===== src/rtl/axi_vga_pkg.sv =====
// axi_vga_pkg: shared RGB565 pixel format and word packing helpers
package axi_vga_pkg;
  localparam int PixelWidth = 16;
  localparam int RedWidth = 5;
  localparam int GreenWidth = 6;
  localparam int BlueWidth = 5;
  localparam int RedLsb = 11;
  localparam int GreenLsb = 5;
  localparam int BlueLsb = 0;
  typedef struct packed {
    logic [RedWidth-1:0] red;
    logic [GreenWidth-1:0] green;
    logic [BlueWidth-1:0] blue;
  } pixel_t;
  function automatic int ppw(input int data_width, input int pixel_width);
    return data_width / pixel_width;
  endfunction
endpackage


===== src/rtl/axi_vga_word_fifo.sv =====
// axi_vga_word_fifo: synchronous word FIFO with flush and fill count
module axi_vga_word_fifo #(
  parameter int Width = 64,
  parameter int Depth = 16,
  localparam int AddrW = $clog2(Depth),
  localparam int FillW = $clog2(Depth + 1)
) (
  input  logic             clk_i,
  input  logic             rst_ni,
  input  logic             flush,
  input  logic             push,
  input  logic             pop,
  input  logic [Width-1:0] wdata,
  output logic [Width-1:0] rdata,
  output logic             full,
  output logic             empty,
  output logic [FillW-1:0] fill
);
  logic [Width-1:0] mem [Depth];
  logic [AddrW-1:0] wptr, rptr;
  assign rdata = mem[rptr];
  assign full = fill == FillW'(Depth);
  assign empty = fill == '0;
  // pointers and occupancy; flush discards everything stored
  always_ff @(posedge clk_i or negedge rst_ni)
    if (!rst_ni) begin
      wptr <= '0;
      rptr <= '0;
      fill <= '0;
    end else if (flush) begin
      wptr <= '0;
      rptr <= '0;
      fill <= '0;
    end else begin
      if (push) wptr <= wptr + AddrW'(1);
      if (pop) rptr <= rptr + AddrW'(1);
      fill <= fill + FillW'(push) - FillW'(pop);
    end
  // storage needs no reset: a reset pointer pair marks it empty
  always_ff @(posedge clk_i)
    if (push && !flush) mem[wptr] <= wdata;
endmodule


===== src/rtl/axi_vga_pixel_unpacker.sv =====
// axi_vga_pixel_unpacker: buffers framebuffer words and streams them out as RGB pixels
module axi_vga_pixel_unpacker
  import axi_vga_pkg::*;
#(
  parameter int DataWidth = 64,
  parameter int PixelWidth = axi_vga_pkg::PixelWidth,
  parameter int RedWidth = axi_vga_pkg::RedWidth,
  parameter int GreenWidth = axi_vga_pkg::GreenWidth,
  parameter int BlueWidth = axi_vga_pkg::BlueWidth,
  parameter int FifoDepth = 16,
  parameter int CntWidth = 16
) (
  input  logic                           clk_i,
  input  logic                           rst_ni,
  input  logic                           enable_i,
  input  logic                           flush_i,
  input  logic [DataWidth-1:0]           data_i,
  input  logic                           data_valid_i,
  output logic                           data_ready_o,
  output logic [RedWidth-1:0]            red_o,
  output logic [GreenWidth-1:0]          green_o,
  output logic [BlueWidth-1:0]           blue_o,
  output logic                           valid_o,
  input  logic                           ready_i,
  output logic [$clog2(FifoDepth+1)-1:0] fill_o,
  output logic                           underrun_o,
  output logic [CntWidth-1:0]            underrun_cnt_o,
  input  logic                           underrun_clr_i
);
  localparam int Ppw = ppw(DataWidth, PixelWidth);
  localparam int IdxW = Ppw > 1 ? $clog2(Ppw) : 1;
  logic flush_c, push, pop, hs, last, full, empty, word_valid;
  logic [DataWidth-1:0] word, head;
  logic [IdxW-1:0] idx;
  logic [PixelWidth-1:0] pix;
  assign flush_c = flush_i | ~enable_i;
  assign data_ready_o = ~flush_c & ~full;
  assign push = data_valid_i & data_ready_o;
  assign hs = word_valid & ready_i;
  assign last = idx == IdxW'(Ppw - 1);
  assign pop = ~flush_c & ~empty & (~word_valid | (hs & last));
  assign valid_o = word_valid;
  assign pix = word[idx*PixelWidth +: PixelWidth];
  assign red_o = word_valid ? pix[PixelWidth-1 -: RedWidth] : '0;
  assign green_o = word_valid ? pix[BlueWidth +: GreenWidth] : '0;
  assign blue_o = word_valid ? pix[BlueWidth-1:0] : '0;
  assign underrun_o = enable_i & ~flush_i & ready_i & ~word_valid;
  axi_vga_word_fifo #(.Width(DataWidth), .Depth(FifoDepth)) u_fifo (
    .clk_i(clk_i),
    .rst_ni(rst_ni),
    .flush(flush_c),
    .push(push),
    .pop(pop),
    .wdata(data_i),
    .rdata(head),
    .full(full),
    .empty(empty),
    .fill(fill_o)
  );
  // unpack register: refill from the FIFO on the last pixel so output has no bubble
  always_ff @(posedge clk_i or negedge rst_ni)
    if (!rst_ni) begin
      word <= '0;
      idx <= '0;
      word_valid <= 1'b0;
    end else if (flush_c) begin
      idx <= '0;
      word_valid <= 1'b0;
    end else if (pop) begin
      word <= head;
      idx <= '0;
      word_valid <= 1'b1;
    end else if (hs) begin
      idx <= last ? '0 : idx + IdxW'(1);
      word_valid <= ~last;
    end
  // saturating underrun counter; clear beats increment
  always_ff @(posedge clk_i or negedge rst_ni)
    if (!rst_ni) underrun_cnt_o <= '0;
    else if (underrun_clr_i) underrun_cnt_o <= '0;
    else if (underrun_o && !(&underrun_cnt_o)) underrun_cnt_o <= underrun_cnt_o + CntWidth'(1);
endmodule


===== config.mk =====
export PLATFORM = sky130hd
export DESIGN_NAME = axi_vga_pixel_unpacker
export DESIGN_NICKNAME = d
export VERILOG_FILES = /design/src/rtl/axi_vga_pkg.sv /design/src/rtl/axi_vga_word_fifo.sv /design/src/rtl/axi_vga_pixel_unpacker.sv
export SDC_FILE = /design/constraint.sdc
export NUM_CORES = 1
export LEC_CHECK = 0
export CORE_AREA = 2 2 312 314
export DETAILED_ROUTE_END_ITERATION = 10
export DIE_AREA = 0 0 314 316
export GPL_ROUTABILITY_DRIVEN = 0
export RECOVER_POWER = 50
export SLEW_MARGIN = 20
export SYNTH_ARGS = -nofsm -noshare
export SYNTH_HDL_FRONTEND = slang
export SYNTH_SLANG_ARGS = --single-unit

===== constraint.sdc =====
create_clock -name clk_i -period 6.6 [get_ports clk_i]
set_input_delay 1.32 -clock clk_i [delete_from_list [all_inputs] [get_ports clk_i]]
set_output_delay 1.32 -clock clk_i [all_outputs]
set_load 0.005 [all_outputs]

* After elaboration in Yosys (flattened, before gate mapping)
Memories as Yosys holds them, arrays and structs flattened. A register that Yosys moved wholly into a read port is not among the register bits. Index checks and enable logic that the tools add are counted.
Word-level totals: register bits 32, bits in writable memories 1024, logic and storage cells 65, memories 1
Operators by class: add/subtract/negate cells 6, equal/unequal tests 2, shift-type cells 1, mux-type cells 19, bitwise logic cells 18, reduce and logical (&&, ||, !) cells 12
Memory list:
- u_fifo.mem | words 16, bits a word 64, rd ports 1, clocked after memory_dff 1, wr ports 1, RTL line axi_vga_word_fifo.sv:19 | logic [Width-1:0] mem [Depth];
Operator list (number):
- $shiftx A64 B7 Y16 | 1
- $mux W16 | 2
- $add A16 B1 Y16 const B | 1
- $mux W4 | 4
- $reduce_and A16 Y1 | 1
- $mux W5 | 3
- $and A1 B1 Y1 | 9
- $add A4 B1 Y4 const B | 2
- $mux W2 | 4
- $not A1 Y1 | 7
- $mux W6 | 1
- $reduce_bool A2 Y1 | 3
- $add A5 B1 Y5 | 1
- $eq A5 B5 Y1 const B | 1
- $logic_not A5 Y1 | 1
- $mux W1 | 5
- $sub A5 B1 Y5 | 1
- $logic_not A1 Y1 | 3
- $reduce_bool A3 Y1 | 1
- $add A2 B1 Y2 const B | 1
- $eq A2 B2 Y1 const B | 1
- $logic_and A1 B1 Y1 | 2
- $or A1 B1 Y1 | 2
- $reduce_and A2 Y1 | 1

* Longest topological paths before layout
depth in word-level cells 8, depth in mapped cells 15, mapped depth without buffers 13

* Hierarchy
A second synthesis with hierarchy kept.
Second synthesis, totals: cells, all modules 1953, area, all modules 43021.3 sq um
Modules (own cells, without submodules):
- axi_vga_word_fifo | instances 1, cells each 1661, area an instance 39087.5 sq um
- axi_vga_pixel_unpacker | instances 1, cells each 292, area an instance 3933.8 sq um

* Least setup slack after synthesis
No wires, ideal clock.
path kind input-to-reg, start point input enable_i, end point memory u_fifo.mem[10][0], enable pin, data arrival time 3755 ps, data required time 6171 ps, path slack 2417 ps, stages 5, buffers on the path 1, cells stage by stage nor2b_1 -> clkbuf_1 -> nand3_1 -> nor3b_1 -> and2_1
On the way: word-level cells in the longest chain between the ends 8, elaborated cells on any way between the ends 9, classes of those cells mux: 2; bitwise: 5; reduce/logical: 2
RTL lines:
- start: declaration | RTL line axi_vga_pixel_unpacker.sv:15 | input logic enable_i,
- $not A1 Y1 * | RTL line axi_vga_pixel_unpacker.sv:36 | assign flush_c = flush_i | ~enable_i;
- $or A1 B1 Y1 * | RTL line axi_vga_pixel_unpacker.sv:36
- $not A1 Y1 (no source line)
- $and A1 B1 Y1 | RTL line axi_vga_pixel_unpacker.sv:37 | assign data_ready_o = ~flush_c & ~full;
- $and A1 B1 Y1 | RTL line axi_vga_pixel_unpacker.sv:38 | assign push = data_valid_i & data_ready_o;
- $logic_and A1 B1 Y1 * | RTL line axi_vga_word_fifo.sv:41 | if (push && !flush) mem[wptr] <= wdata;
- $mux W1 * | RTL line axi_vga_word_fifo.sv:41
- $mux W1 (implied by the code) * | RTL line axi_vga_word_fifo.sv:41
- end: declaration | RTL line axi_vga_word_fifo.sv:19
Every way passes the cells marked *; elsewhere a longest branch is shown, timed or not.

* Final worst setup path
start point input flush_i, end point output data_ready_o
On the way: word-level cells in the longest chain between the ends 3
RTL lines:
- start: declaration | RTL line axi_vga_pixel_unpacker.sv:16 | input logic flush_i,
- $or A1 B1 Y1 | RTL line axi_vga_pixel_unpacker.sv:36
- $not A1 Y1 (no source line)
- $and A1 B1 Y1 | RTL line axi_vga_pixel_unpacker.sv:37
- end: declaration | RTL line axi_vga_pixel_unpacker.sv:19 | output logic data_ready_o,
Every way passes these cells.

==> metrics.md <==
| Metric | Value |
|---|---|
| Vias per cell | `5.90` |
| Worst-Margin Slew | `between 2 and 3 ns` |
| Max incr delay on CP | `roughly 0.57 ns` |
| Ports | `111` |
| Data required time of the worst path | `5.28 ns` |
| Failing checks | `capacitance limit, slew limit` |
| Vias in the first global route | `21152` |
| CTS Buf Count | `about 110` |
| Worst min path class | `reg -> reg` |
| Top-area cell type share of the netlist area | `0.717` |
| Gr ovfl total | `0` |
| WL/cell | `28.4 um` |
| Die area | `99200 um^2` |
| Critical Path AT | `3.15 ns` |
| Internal cell power | `around 0.012 W` |
| Antenna violations before repair | `8` |
| CTS max path bufs | `3` |
| CP Max Fanout | `9` |
| Setup bufs post-CTS | `0` |
| Syn-to-layout area delta | `15.3%` |
| Worst-Skew Late Latency | `0.68 ns` |
| DP HPWL | `around 56 mm` |
| Max-slew violation count | `99` |
| Final setup viols | `0` |
| # fillers | `7426` |
| Final cycle utilization of the critical path | `0.677` |
| MaxCap Viol Count | `2` |
| Crit end category | `output pin` |
| Root buffer cell | `clkbuf_16` |
| Chip width | `314 um` |
| Antenna cells | `0` |
| Switch share | `0.220` |
| Switch Pwr | `0.00341 W` |
| Lkg Pwr | `15.2 nW` |
| #FFs+latches synth | `between 1000 and 1500` |
| Nets | `2189` |
| Final min period | `around 4.5 ns` |
| DRC | `0` |
| Yosys top cell by area | `edfxtp_1` |
| Synth top area cells | `edfxtp_1, mux4_2, dfrtp_1` |
| Ys async rst share | `0.0857` |
| Crit Path Class | `in -> out` |
| Total wire length | `98.9 mm` |
| # port buffers | `between 100 and 150` |
| Net count after synthesis | `around 2000` |
| Register area share after synthesis | `0.774` |
| Gr usage total | `0.202` |
| Final Hold Violating Endpoints | `0` |
| Clock share of power | `0.409` |
| Highest-delay cell along the critical path | `dlygate4sd3_1` |
| Clk slew on worst S/H paths | `0.06 ns` |
| Hold_buf cts | `0` |
| H-Tree Level Count | `3` |
| Final ANT Viol Nets | `0` |
| RSZ-0062 raised after global routing | `false` |
| Main flop type after synthesis | `edfxtp_1` |
| Row cnt | `114` |
| Peak VDD IR | `0.245 mV` |
| Status | `finished, violations left` |
| Max frequency | `between 0.2 and 0.25 GHz` |
| Cell Area, Synth | `roughly 43000 um^2` |
| Global-route wire length before repair | `146 mm` |
| Final clock skew | `0.0299 ns` |
| Setup TNS | `0 ns` |
| Commonest non-fill, non-tap cell in the layout | `edfxtp_1` |
| Clock Sinks | `1120` |
| DRT Pass-1 Iters | `5` |
| Initial Util | `0.446` |
| Power Dens Cells | `approximately 310 nW/um^2` |
| Worst Hold Path Cells | `1` |
| Fraction of power consumed by combinational cells | `0.058` |
| Sequential share of power | `0.533` |
| Post-synthesis cell count | `1955` |
| Most frequent cells in the layout | `edfxtp_1, mux4_2, o22ai_1, clkbuf_16, dfrtp_1` |
| PostCTS Resize Cnt | `0` |
| CTS tree | `built` |
| Final WS setup | `roughly 2.1 ns` |
| Number of flops mapped to enable cells by yosys | `1024` |
| Reg2reg path depth | `7` |
| Setup WS pre-CTS | `1.59 ns` |
| Worst path cell trace | `dlygate4sd3_1, nor2b_1, and2_1, clkdlybuf4s50_1` |
| Crit path launch type | `input port` |
| Die H | `around 320 um` |
| Via count | `roughly 20000` |
| Mean Syn Cell Area | `21.9 um^2` |
| Worst rel slew slack | `-0.866` |
| Share of layout cells above drive strength 1 | `0.262` |
| Drt first-iter violations | `1961` |
| Synth warn | `0` |
| Area of the core | `96000 um^2` |
| Distinct cells, synth | `43` |
| Pin count of the biggest net entering global routing | `about 130` |
## synthesized netlist by cell type (5+ instances only)
master and n:
nand2_1 13, and2_1 34, edfxtp_1 1024, buf_2 29, a21oi_1 84, o21ai_0 9, inv_1 17, ha_1 13
mux2_2 66, nand4_1 9, nand3_1 7, mux4_2 272, clkbuf_1 77, or4_1 9, o31ai_1 9, o22ai_1 128
nor3_1 5, nor2_1 9, dfrtp_1 96
## cell type report
class | count | area, um^2 | share of cell area
timing repair buffer | 147 | 1630 | 0.0330
inverter | 17 | 63.8 | 0.00129
multi-input combinational | 707 | 9230 | 0.187
tap | 1276 | 1600 | 0.0323
sequential | 1120 | 33200 | 0.671
clock inverter | 62 | 613 | 0.0124
clock buffer | 149 | 3100 | 0.0628
## power groups by stage
stage	Combinational (W)	Sequential (W)	Clock (W)
after floorplan	0.000558	0.00820	0
after global placement	0.000870	0.00842	0
after detailed placement	0.000906	0.00842	0
after CTS	0.000909	0.00827	0.00647
after global routing	0.000987	0.00828	0.00677
final	0.000899	0.00827	0.00635
## path summary, 6_finish.rpt
check	from	endpoint	slack, ns
max	flush_i	data_ready_o	2.13
min	underrun_cnt_o[14]	underrun_cnt_o[14]	0.56
max reg2reg	idx[1]	word[62]	3.00
min reg2reg	underrun_cnt_o[14]	underrun_cnt_o[14]	0.56
max in group asynchronous	rst_ni	word[28]	2.17
min in group asynchronous	rst_ni	u_fifo.fill[3]	1.53
## layer usage
layer | wire (um) | share of wire | global-route usage
met5 | 22 | 0.00022 | 0
met4 | 1510 | 0.015 | 0.0469
met3 | 6390 | 0.065 | 0.0346
met2 | 48700 | 0.49 | 0.330
met1 | 42200 | 0.43 | 0.288
## stage by stage
step / power [W] / util / hold WS (ns) / area [um^2] / cells
3_5_place_dp: 0.00933 / 0.474 / 0.550 / 45500 / 3260
6_report: 0.0155 / 0.515 / 0.565 / 49400 / 3478
3_3_place_gp: 0.00929 / 0.473 / 0.520 / 45400 / 3254
4_1_cts: 0.0157 / 0.513 / 0.559 / 49200 / 3471
5_1_grt: 0.0160 / 0.515 / 0.588 / 49400 / 3478
2_1_floorplan: 0.00876 / - / 0.511 / 42900 / 1955
## kinds of logic (layout without fill, tap and decap cells)
family,after synthesis,count (layout),share of synthesized area
compound gates,235,235,0.0321
xor+xnor,5,5,0.00102
fa+ha+maj,14,14,0.00426
buf+inv,128,375,0.0121
flops,1120,1120,0.774
mux,341,341,0.161
simple gates,112,112,0.0160
## sequential cells by signal, summed over array words and instances, names as in the netlist
register	cells
u_fifo.mem	1024
word	64
underrun_cnt_o	16
u_fifo.fill	5
u_fifo.rptr	4
u_fifo.wptr	4
idx	2
valid_o	1
## worst max-delay path: cells and delay by family
kind / cells / cell delay (ns)
buf+inv: 2 / 1.07
simple gates: 2 / 0.75
Power figures use the tool's default switching activity.
